<file path="src/rtl/mips32_pkg.sv">
// Shared definitions for the MIPS32 support blocks: default widths, memory
// read latency and the state encoding of the memory dump reader.
package mips32_pkg;

    localparam int ADDR_W_DFLT = 10;
    localparam int DATA_W_DFLT = 32;
    localparam int CNT_W_DFLT  = 11;

    // Synchronous data memory: read data appears one cycle after the strobe.
    localparam int MEM_RD_LAT = 1;

    // Enough buffering to cover the read latency plus the word being offered.
    localparam int BUF_DEPTH = MEM_RD_LAT + 1;

    typedef enum logic [1:0] {
        ST_IDLE  = 2'd0,
        ST_READ  = 2'd1,
        ST_DRAIN = 2'd2
    } dump_state_e;

endpackage

</file>
<file path="src/rtl/dump_skid_buf.sv">
// Two-entry FIFO holding {addr,data} pairs returned by the memory until the
// consumer accepts them. Outputs read zero whenever the buffer is empty.
module dump_skid_buf
    import mips32_pkg::*;
#(
    parameter int ADDR_W = ADDR_W_DFLT,
    parameter int DATA_W = DATA_W_DFLT
) (
    input  logic              clk1,
    input  logic              reset,
    input  logic              push,
    input  logic [ADDR_W-1:0] push_addr,
    input  logic [DATA_W-1:0] push_data,
    input  logic              pop,
    output logic              head_valid,
    output logic [ADDR_W-1:0] head_addr,
    output logic [DATA_W-1:0] head_data,
    output logic [1:0]        occupancy
);

    logic [ADDR_W-1:0] addr_q [BUF_DEPTH];
    logic [ADDR_W-1:0] addr_d [BUF_DEPTH];
    logic [DATA_W-1:0] data_q [BUF_DEPTH];
    logic [DATA_W-1:0] data_d [BUF_DEPTH];
    logic              wr_ptr_q, wr_ptr_d;
    logic              rd_ptr_q, rd_ptr_d;
    logic [1:0]        count_q, count_d;
    logic              do_pop;

    assign do_pop     = pop && (count_q != 2'd0);
    assign head_valid = (count_q != 2'd0);
    assign head_addr  = head_valid ? addr_q[rd_ptr_q] : '0;
    assign head_data  = head_valid ? data_q[rd_ptr_q] : '0;
    assign occupancy  = count_q;

    // Write the pushed entry at the tail, advance the head on pop, track fill level.
    always_comb begin
        addr_d   = addr_q;
        data_d   = data_q;
        wr_ptr_d = wr_ptr_q;
        rd_ptr_d = rd_ptr_q;
        count_d  = count_q;
        if (push) begin
            addr_d[wr_ptr_q] = push_addr;
            data_d[wr_ptr_q] = push_data;
            wr_ptr_d         = ~wr_ptr_q;
        end
        if (do_pop) begin
            rd_ptr_d = ~rd_ptr_q;
        end
        count_d = count_q + {1'b0, push} - {1'b0, do_pop};
    end

    // Storage and pointer registers, emptied by reset.
    always_ff @(posedge clk1) begin
        if (reset) begin
            for (int i = 0; i < BUF_DEPTH; i++) begin
                addr_q[i] <= '0;
                data_q[i] <= '0;
            end
            wr_ptr_q <= 1'b0;
            rd_ptr_q <= 1'b0;
            count_q  <= 2'd0;
        end else begin
            addr_q   <= addr_d;
            data_q   <= data_d;
            wr_ptr_q <= wr_ptr_d;
            rd_ptr_q <= rd_ptr_d;
            count_q  <= count_d;
        end
    end

endmodule

</file>
<file path="src/rtl/mem_dump_reader.sv">
// Reads a window of data memory after the pipeline halts (or on a start pulse)
// and streams {addr,data} over valid/ready, keeping a running checksum.
module mem_dump_reader
    import mips32_pkg::*;
#(
    parameter int ADDR_W = ADDR_W_DFLT,
    parameter int DATA_W = DATA_W_DFLT,
    parameter int CNT_W  = CNT_W_DFLT
) (
    input  logic              clk1,
    input  logic              reset,
    input  logic              halted,
    input  logic              start,
    input  logic [ADDR_W-1:0] base_addr,
    input  logic [CNT_W-1:0]  word_cnt,
    output logic              mem_rd_en,
    output logic [ADDR_W-1:0] mem_addr,
    input  logic [DATA_W-1:0] mem_rdata,
    output logic              out_valid,
    input  logic              out_ready,
    output logic [ADDR_W-1:0] out_addr,
    output logic [DATA_W-1:0] out_data,
    output logic              busy,
    output logic              done,
    output logic [DATA_W-1:0] checksum
);

    dump_state_e       state_q, state_d;
    logic [ADDR_W-1:0] addr_q, addr_d;
    logic [CNT_W-1:0]  cnt_q, cnt_d;
    logic [CNT_W-1:0]  issued_q, issued_d;
    logic [ADDR_W-1:0] tag_q, tag_d;
    logic              inflight_q, inflight_d;
    logic              done_q, done_d;
    logic [DATA_W-1:0] checksum_q, checksum_d;
    logic              halted_q, halted_d;

    logic              trigger;
    logic              pop;
    logic              buf_valid;
    logic [ADDR_W-1:0] buf_addr;
    logic [DATA_W-1:0] buf_data;
    logic [1:0]        buf_occ;
    logic [2:0]        slots_used;
    logic              slot_free;
    logic [CNT_W-1:0]  issued_next;

    assign trigger     = start | (halted & ~halted_q);
    assign pop         = buf_valid & out_ready;
    assign slots_used  = {1'b0, buf_occ} + {2'b0, inflight_q} - {2'b0, pop};
    assign slot_free   = (slots_used < 3'(BUF_DEPTH));
    assign issued_next = issued_q + CNT_W'(1);

    assign mem_addr  = addr_q;
    assign out_valid = buf_valid;
    assign out_addr  = buf_addr;
    assign out_data  = buf_data;
    assign busy      = (state_q != ST_IDLE);
    assign done      = done_q;
    assign checksum  = checksum_q;

    dump_skid_buf #(
        .ADDR_W(ADDR_W),
        .DATA_W(DATA_W)
    ) u_skid (
        .clk1      (clk1),
        .reset     (reset),
        .push      (inflight_q),
        .push_addr (tag_q),
        .push_data (mem_rdata),
        .pop       (pop),
        .head_valid(buf_valid),
        .head_addr (buf_addr),
        .head_data (buf_data),
        .occupancy (buf_occ)
    );

    // Dump sequencing: accept a trigger when idle, issue reads while buffer
    // space is guaranteed, then wait for the consumer to take every word.
    always_comb begin
        state_d    = state_q;
        addr_d     = addr_q;
        cnt_d      = cnt_q;
        issued_d   = issued_q;
        tag_d      = tag_q;
        done_d     = 1'b0;
        checksum_d = checksum_q;
        halted_d   = halted;
        mem_rd_en  = 1'b0;

        if (pop) begin
            checksum_d = checksum_q + buf_data;
        end

        case (state_q)
            ST_IDLE: begin
                if (trigger) begin
                    checksum_d = '0;
                    if (word_cnt != '0) begin
                        state_d  = ST_READ;
                        addr_d   = base_addr;
                        cnt_d    = word_cnt;
                        issued_d = '0;
                    end else begin
                        done_d = 1'b1;
                    end
                end
            end
            ST_READ: begin
                mem_rd_en = (issued_q < cnt_q) && slot_free;
                if (mem_rd_en) begin
                    tag_d    = addr_q;
                    addr_d   = addr_q + ADDR_W'(1);
                    issued_d = issued_next;
                    if (issued_next == cnt_q) begin
                        state_d = ST_DRAIN;
                    end
                end
            end
            ST_DRAIN: begin
                if (!inflight_q && ((buf_occ == 2'd0) || ((buf_occ == 2'd1) && pop))) begin
                    state_d = ST_IDLE;
                    done_d  = 1'b1;
                end
            end
            default: begin
                state_d = ST_IDLE;
            end
        endcase

        inflight_d = mem_rd_en;
    end

    // Control and datapath registers; reset aborts any dump without a done pulse.
    always_ff @(posedge clk1) begin
        if (reset) begin
            state_q    <= ST_IDLE;
            addr_q     <= '0;
            cnt_q      <= '0;
            issued_q   <= '0;
            tag_q      <= '0;
            inflight_q <= 1'b0;
            done_q     <= 1'b0;
            checksum_q <= '0;
            halted_q   <= 1'b0;
        end else begin
            state_q    <= state_d;
            addr_q     <= addr_d;
            cnt_q      <= cnt_d;
            issued_q   <= issued_d;
            tag_q      <= tag_d;
            inflight_q <= inflight_d;
            done_q     <= done_d;
            checksum_q <= checksum_d;
            halted_q   <= halted_d;
        end
    end

endmodule

</file>
<file path="config.mk">
export PLATFORM = sky130hd
export DESIGN_NAME = mem_dump_reader
export DESIGN_NICKNAME = d
export VERILOG_FILES = /design/src/rtl/mips32_pkg.sv /design/src/rtl/dump_skid_buf.sv /design/src/rtl/mem_dump_reader.sv
export SDC_FILE = /design/constraint.sdc
export NUM_CORES = 1
export LEC_CHECK = 0
export ABC_AREA = 1
export CORE_MARGIN = 2
export CORE_UTILIZATION = 40
export CTS_BUF_LIST = sky130_fd_sc_hd__clkbuf_4 sky130_fd_sc_hd__clkbuf_8
export DETAILED_ROUTE_END_ITERATION = 16
export GPL_TIMING_DRIVEN = 0
export PLACE_DENSITY = 0.74
export RECOVER_POWER = 100
export SYNTH_ARGS = -nofsm -noshare
export SYNTH_HDL_FRONTEND = slang
export SYNTH_HIERARCHICAL = 1
export SYNTH_SLANG_ARGS = --single-unit
</file>
<file path="constraint.sdc">
create_clock -name clk1 -period 3.7 [get_ports clk1]
set_clock_uncertainty 0.15 [all_clocks]
set_input_delay 0.74 -clock clk1 [delete_from_list [all_inputs] [get_ports clk1]]
set_output_delay 0.74 -clock clk1 [all_outputs]
set_load 0.01 [all_outputs]
</file>
# Word level (Yosys, flattened, before mapping)
# Index checks and enable logic that the tools add are counted.
# totals
reg_bits,167
inputBits,58
# op_classes
n_reduce_logical,17
eq_ne,9
magnitude_cmp,5
muxes,36
n_addsub,7
bitwise,8
# op_table
op,count
$mux 32,8
$mux 10,8
$bwmux 64,1
$mux 11,3
$add 32x32->32,1
$demux 32 s1,1
$pmux 11 s2,1
$bwmux 20,1
$pmux 10 s2,1
$add 11x1->11 const B,1
$eq 11x11->1,1
$lt 11x11->1,1
$reduce_bool 11->1,1
$add 10x1->10 const B,1
$demux 10 s1,1
$mux 2,5
$ne 2x2->1 const B,5
$pmux 2 s3,1
$reduce_bool 2->1,3
$logic_and 1x1->1,5
$reduce_and 5->1,1
$eq 2x1->1 const B,2
$ge 2x2->1 const B,2
$logic_not 2->1,2
other kinds (18),25

# Depth between registers and ports, before layout
# depth
ltp_word,9
mapped_depth,20
mapped_depth_nobuf,18

# By module
# Netlist, hierarchy kept.
# modules_own_cells
module,cells_each,instances,area_per_inst_um2,seq_area_each_um2
mem_dump_reader,976,1,6104.6,1581.5
dump_skid_buf,536,1,3689.8,1761.7

# Worst setup path before layout
# Ideal clock, no wire load.
# synth_path
path_kind,in2out
startpoint,input out_ready
endpoint,output mem_rd_en
slack_ps,-161
path_stages,10
arrival_time_ps,2971
required_time_ps,2810
cell_sequence,nand2_1 -> inv_2 -> clkbuf_1 -> ha_1 -> or2_2 -> fa_1 -> and3_1 -> nand4_4 -> nor2_4 -> buf_2
# synth_between
elab_chain_len,5
# synth_lines
element,line,source
start: declaration,mem_dump_reader.sv:20,"input logic out_ready,"
$and 1x1->1,mem_dump_reader.sv:49,assign pop = buf_valid & out_ready;
named net pop,mem_dump_reader.sv:39,logic pop;
$sub 3x1->3,mem_dump_reader.sv:50,"assign slots_used = {1'b0, buf_occ} + {2'b0, inflight_q} - {2'b0, pop};"
$lt 3x2->1,mem_dump_reader.sv:51,assign slot_free = (slots_used < 3'(BUF_DEPTH));
$logic_and 1x1->1,mem_dump_reader.sv:110,mem_rd_en = (issued_q < cnt_q) && slot_free;
$mux 1,mem_dump_reader.sv:95,case (state_q)
end: declaration,mem_dump_reader.sv:16,"output logic mem_rd_en,"
# The timed path passes the listed nets, and every way through them passes these cells.

# Worst setup path after layout
# layout_path
startpoint,input out_ready
endpoint,output mem_rd_en
# layout_between
elab_chain_len,5
# layout_lines
element,line
$and 1x1->1,mem_dump_reader.sv:49
$sub 3x1->3,mem_dump_reader.sv:50
$lt 3x2->1,mem_dump_reader.sv:51
$logic_and 1x1->1,mem_dump_reader.sv:110
$mux 1,mem_dump_reader.sv:95
# No other way between the ends.

==> summary.md <==
| Metric | Value |
|---|---|
| Grt ovf | `0` |
| Met1 GRT Util | `0.285` |
| Post-DP HPWL | `23.7 mm` |
| Peak VDD IR | `0.000199 V` |
| Core Util, Final | `0.500` |
| Hold bufs inserted after CTS | `0` |
| Nets@finish | `1791` |
| Fillers | `2473` |
| CP max FO | `2` |
| DR iter-0 viols | `715` |
| CP max stage cell | `fa_2` |
| Status | `finished clean` |
| Arrival time at the worst endpoint | `2.72 ns` |
| Most frequently used flop master after synthesis | `dfxtp_1` |
| Mapped Avg Cell Area | `6.48 um2` |
| Critical Path End Type | `output pin` |
| Synth top area cells | `dfxtp_1 34%, nor2_1 13%, nand2_1 12%` |
| Die Y | `160 um` |
| Req. time, crit path | `2.81 ns` |
| Mapped cell area | `9790 um2` |
| Worst-Skew Late Latency | `between 0.4 and 0.5 ns` |
| Initial core utilization | `0.405` |
| Vias per cell | `5.02` |
| WL per Instance | `15.0 um` |
| Vias in the first global route | `9486` |
| Setup TNS | `0 ns` |
| Most frequent cells in the layout | `335 x nor2_1, 311 x nand2_1, 166 x dfxtp_1` |
| Max Fclk | `277 MHz` |
| First-pass GRT wire length | `47.9 mm` |
| Area growth syn-to-layout | `23.5%` |
| Crit path time final | `3.61 ns` |
| Final WL | `30.2 mm` |
| Post-route ant nets | `0` |
| PD cells | `399 nW/um2` |
| Worst Hold Margin | `0.337 ns` |
| Crit path largest cell delay | `0.57 ns` |
| CP startpoint kind | `input pin` |
| Synth top area share | `0.341` |
| R2R Setup Slk | `around 0.22 ns` |
| Max Slew Vio Count | `0` |
| Routing usage on met3 | `0.0349` |
| Layout cells sized above 1 | `0.0713` |
| CTS H-tree depth | `4` |
| Clk slew on worst S/H paths | `0.08 ns` |
| Placed Instance Area | `roughly 12000 um2` |
| DRC viols | `0` |
| TritonCTS clock tree | `yes` |
| I/O Buffers | `about 150` |
| Finish-stage setup viols | `0` |
| CTS root buffer | `clkbuf_8` |
| Met2 usage | `0.411` |
| RSZ-0062 raised after global routing | `no` |
| Actual slew at the worst max-slew pin | `1.17 ns` |
| Clock sinks | `~170` |
| Period utilization | `0.975` |
| Ant. Diodes | `0` |
| Core area | `24200 um2` |
| Max-Cap Viols | `0` |
| Fin area | `12100 um2` |
| Post-synth ARST share | `0` |
| Initial antenna violation count | `1` |
| Synth Net Count | `1619` |
| Synth Warn # | `6` |
| Die area | `25800 um2` |
| Num CTS Buffers | `17` |
| Worst hold path class | `register to register` |
| Gr busiest metal | `met2` |
| Mapped Cells | `about 1500` |
| Relative slew slack | `0.215` |
| Max Buffers Root-to-Sink | `2` |
| Netlist cell types | `47` |
| Largest net degree at the start of global routing | `19` |
| Final GP Congestion | `0.938` |
| Largest area contributor in the netlist | `dfxtp_1` |
| Most used cell, CP | `buf_6` |
| Setup CP Type | `input pin to output pin` |
| GRT Util Overall | `0.232` |
| Die Wd | `160 um` |
| Fin. Hold Viols | `0` |
| Via count | `10100` |
| Commonest non-fill, non-tap cell in the layout | `nor2_1` |
| # rows | `57` |
| Leak | `5.33 nW` |
| # IOs | `146` |
| DRT Pass-1 Iters | `5` |
| Critical-path cell list | `clkdlybuf4s15_1 > nand2_4 > inv_6 > ha_4 > or2_4 > fa_2 > and3_4 > nand4_4 > nor2_4 > buf_6 > buf_6` |
| Post-synth EDFFs | `0` |
| Yosys reg bits | `167` |
| Sequential area share after synthesis | `0.341` |
| Overall power | `0.00483 W` |
## synthesized netlist by cell type (4+ instances only)
cell and number:
nand2_1 311, buf_4 11, nor2_1 333, o21bai_1 5
inv_1 122, nor2_2 10, or2_2 4, nor3_1 9
clkbuf_2 5, ha_1 47, a21oi_1 117, nand3b_1 5
nand3_1 75, clkbuf_1 17, xor2_1 13, nand4_1 6
o211ai_1 8, nor2_4 4, o21ai_1 18, buf_2 21
inv_2 9, o21ai_0 147, dfxtp_1 167, nand2_2 9
## metal layers
metal | part of all wire | routed length [um] | up-vias
li1 | - | - | 5221
met1 | 0.43 | 13000 | 4569
met2 | 0.49 | 14900 | 303
met3 | 0.049 | 1490 | 53
met4 | 0.025 | 750 | 2
met5 | 0.00046 | 14 | -
## state kept, by name, indices dropped and copies added (netlist names)
register and count:
inflight_q 1, checksum 32, mem_addr 10, u_skid/addr_q 20
cnt_q 11, u_skid/occupancy 2, u_skid/rd_ptr_q 1, state_q 2
done 1, u_skid/data_q 64, u_skid/wr_ptr_q 1, halted_q 1
tag_q 10, issued_q 11
## timing repair
item	in CTS	in global routing
setup endpoints to repair	35	1
gates resized for setup	23	1
cloned	0	0
pin swaps	7	2
buffers inserted	6	3
## cell families (layout without fill, tap and decap cells)
| logic type | count (synthesis) | in the layout | share of synthesized area |
|---|---|---|---|
| AND/OR/NAND/NOR | 781 | 781 | 0.331 |
| AO/OA/AOI/OAI | 307 | 307 | 0.164 |
| buffers and inverters | 193 | 377 | 0.0865 |
| flip-flops | 167 | 167 | 0.341 |
| adder cells (fa/ha/maj) | 49 | 49 | 0.0641 |
| XOR/XNOR | 15 | 15 | 0.0134 |
## through the flow
| stage | setup slack [ns] | std cells |
|---|---|---|
| after floorplan | 0.00930 | 1512 |
| after global placement | -1.77 | 1981 |
| after detailed placement | -1.77 | 1981 |
| after CTS | 0.00681 | 2017 |
| after global routing | 0.00490 | 2020 |
| final | 0.0922 | 2020 |
## layout make-up
cell class	instances	area, um2	share of cell area
multi-input cells	1152	5610	0.464
flip-flops and latches	167	3340	0.277
repair buffers	154	1510	0.125
inverters	132	500	0.0414
well taps	324	405	0.0335
plain buffers	60	335	0.0277
clock buffers	21	277	0.0229
clock inverters	10	108	0.00890
## worst paths after layout
check,endpoint,startpoint,depth (start not counted)
setup / recovery,mem_rd_en,out_ready,11
hold / removal,u_skid/data_q[22],u_skid/data_q[22],2
setup reg to reg,checksum[22],u_skid/occupancy[1],18
hold reg to reg,u_skid/data_q[22],u_skid/data_q[22],2
## critical path, delay by kind of cell
kind,cells,cell delay (ns)
fa+ha+maj,2,0.79
simple gates,5,0.74
buf+inv,4,0.44
## where the power goes
group          switching [W]  internal (W)
sequential          0.000161       0.00199
combinational       0.000812      0.000545
clock               0.000720      0.000597
No activity file was read; power rests on OpenSTA's default activity.
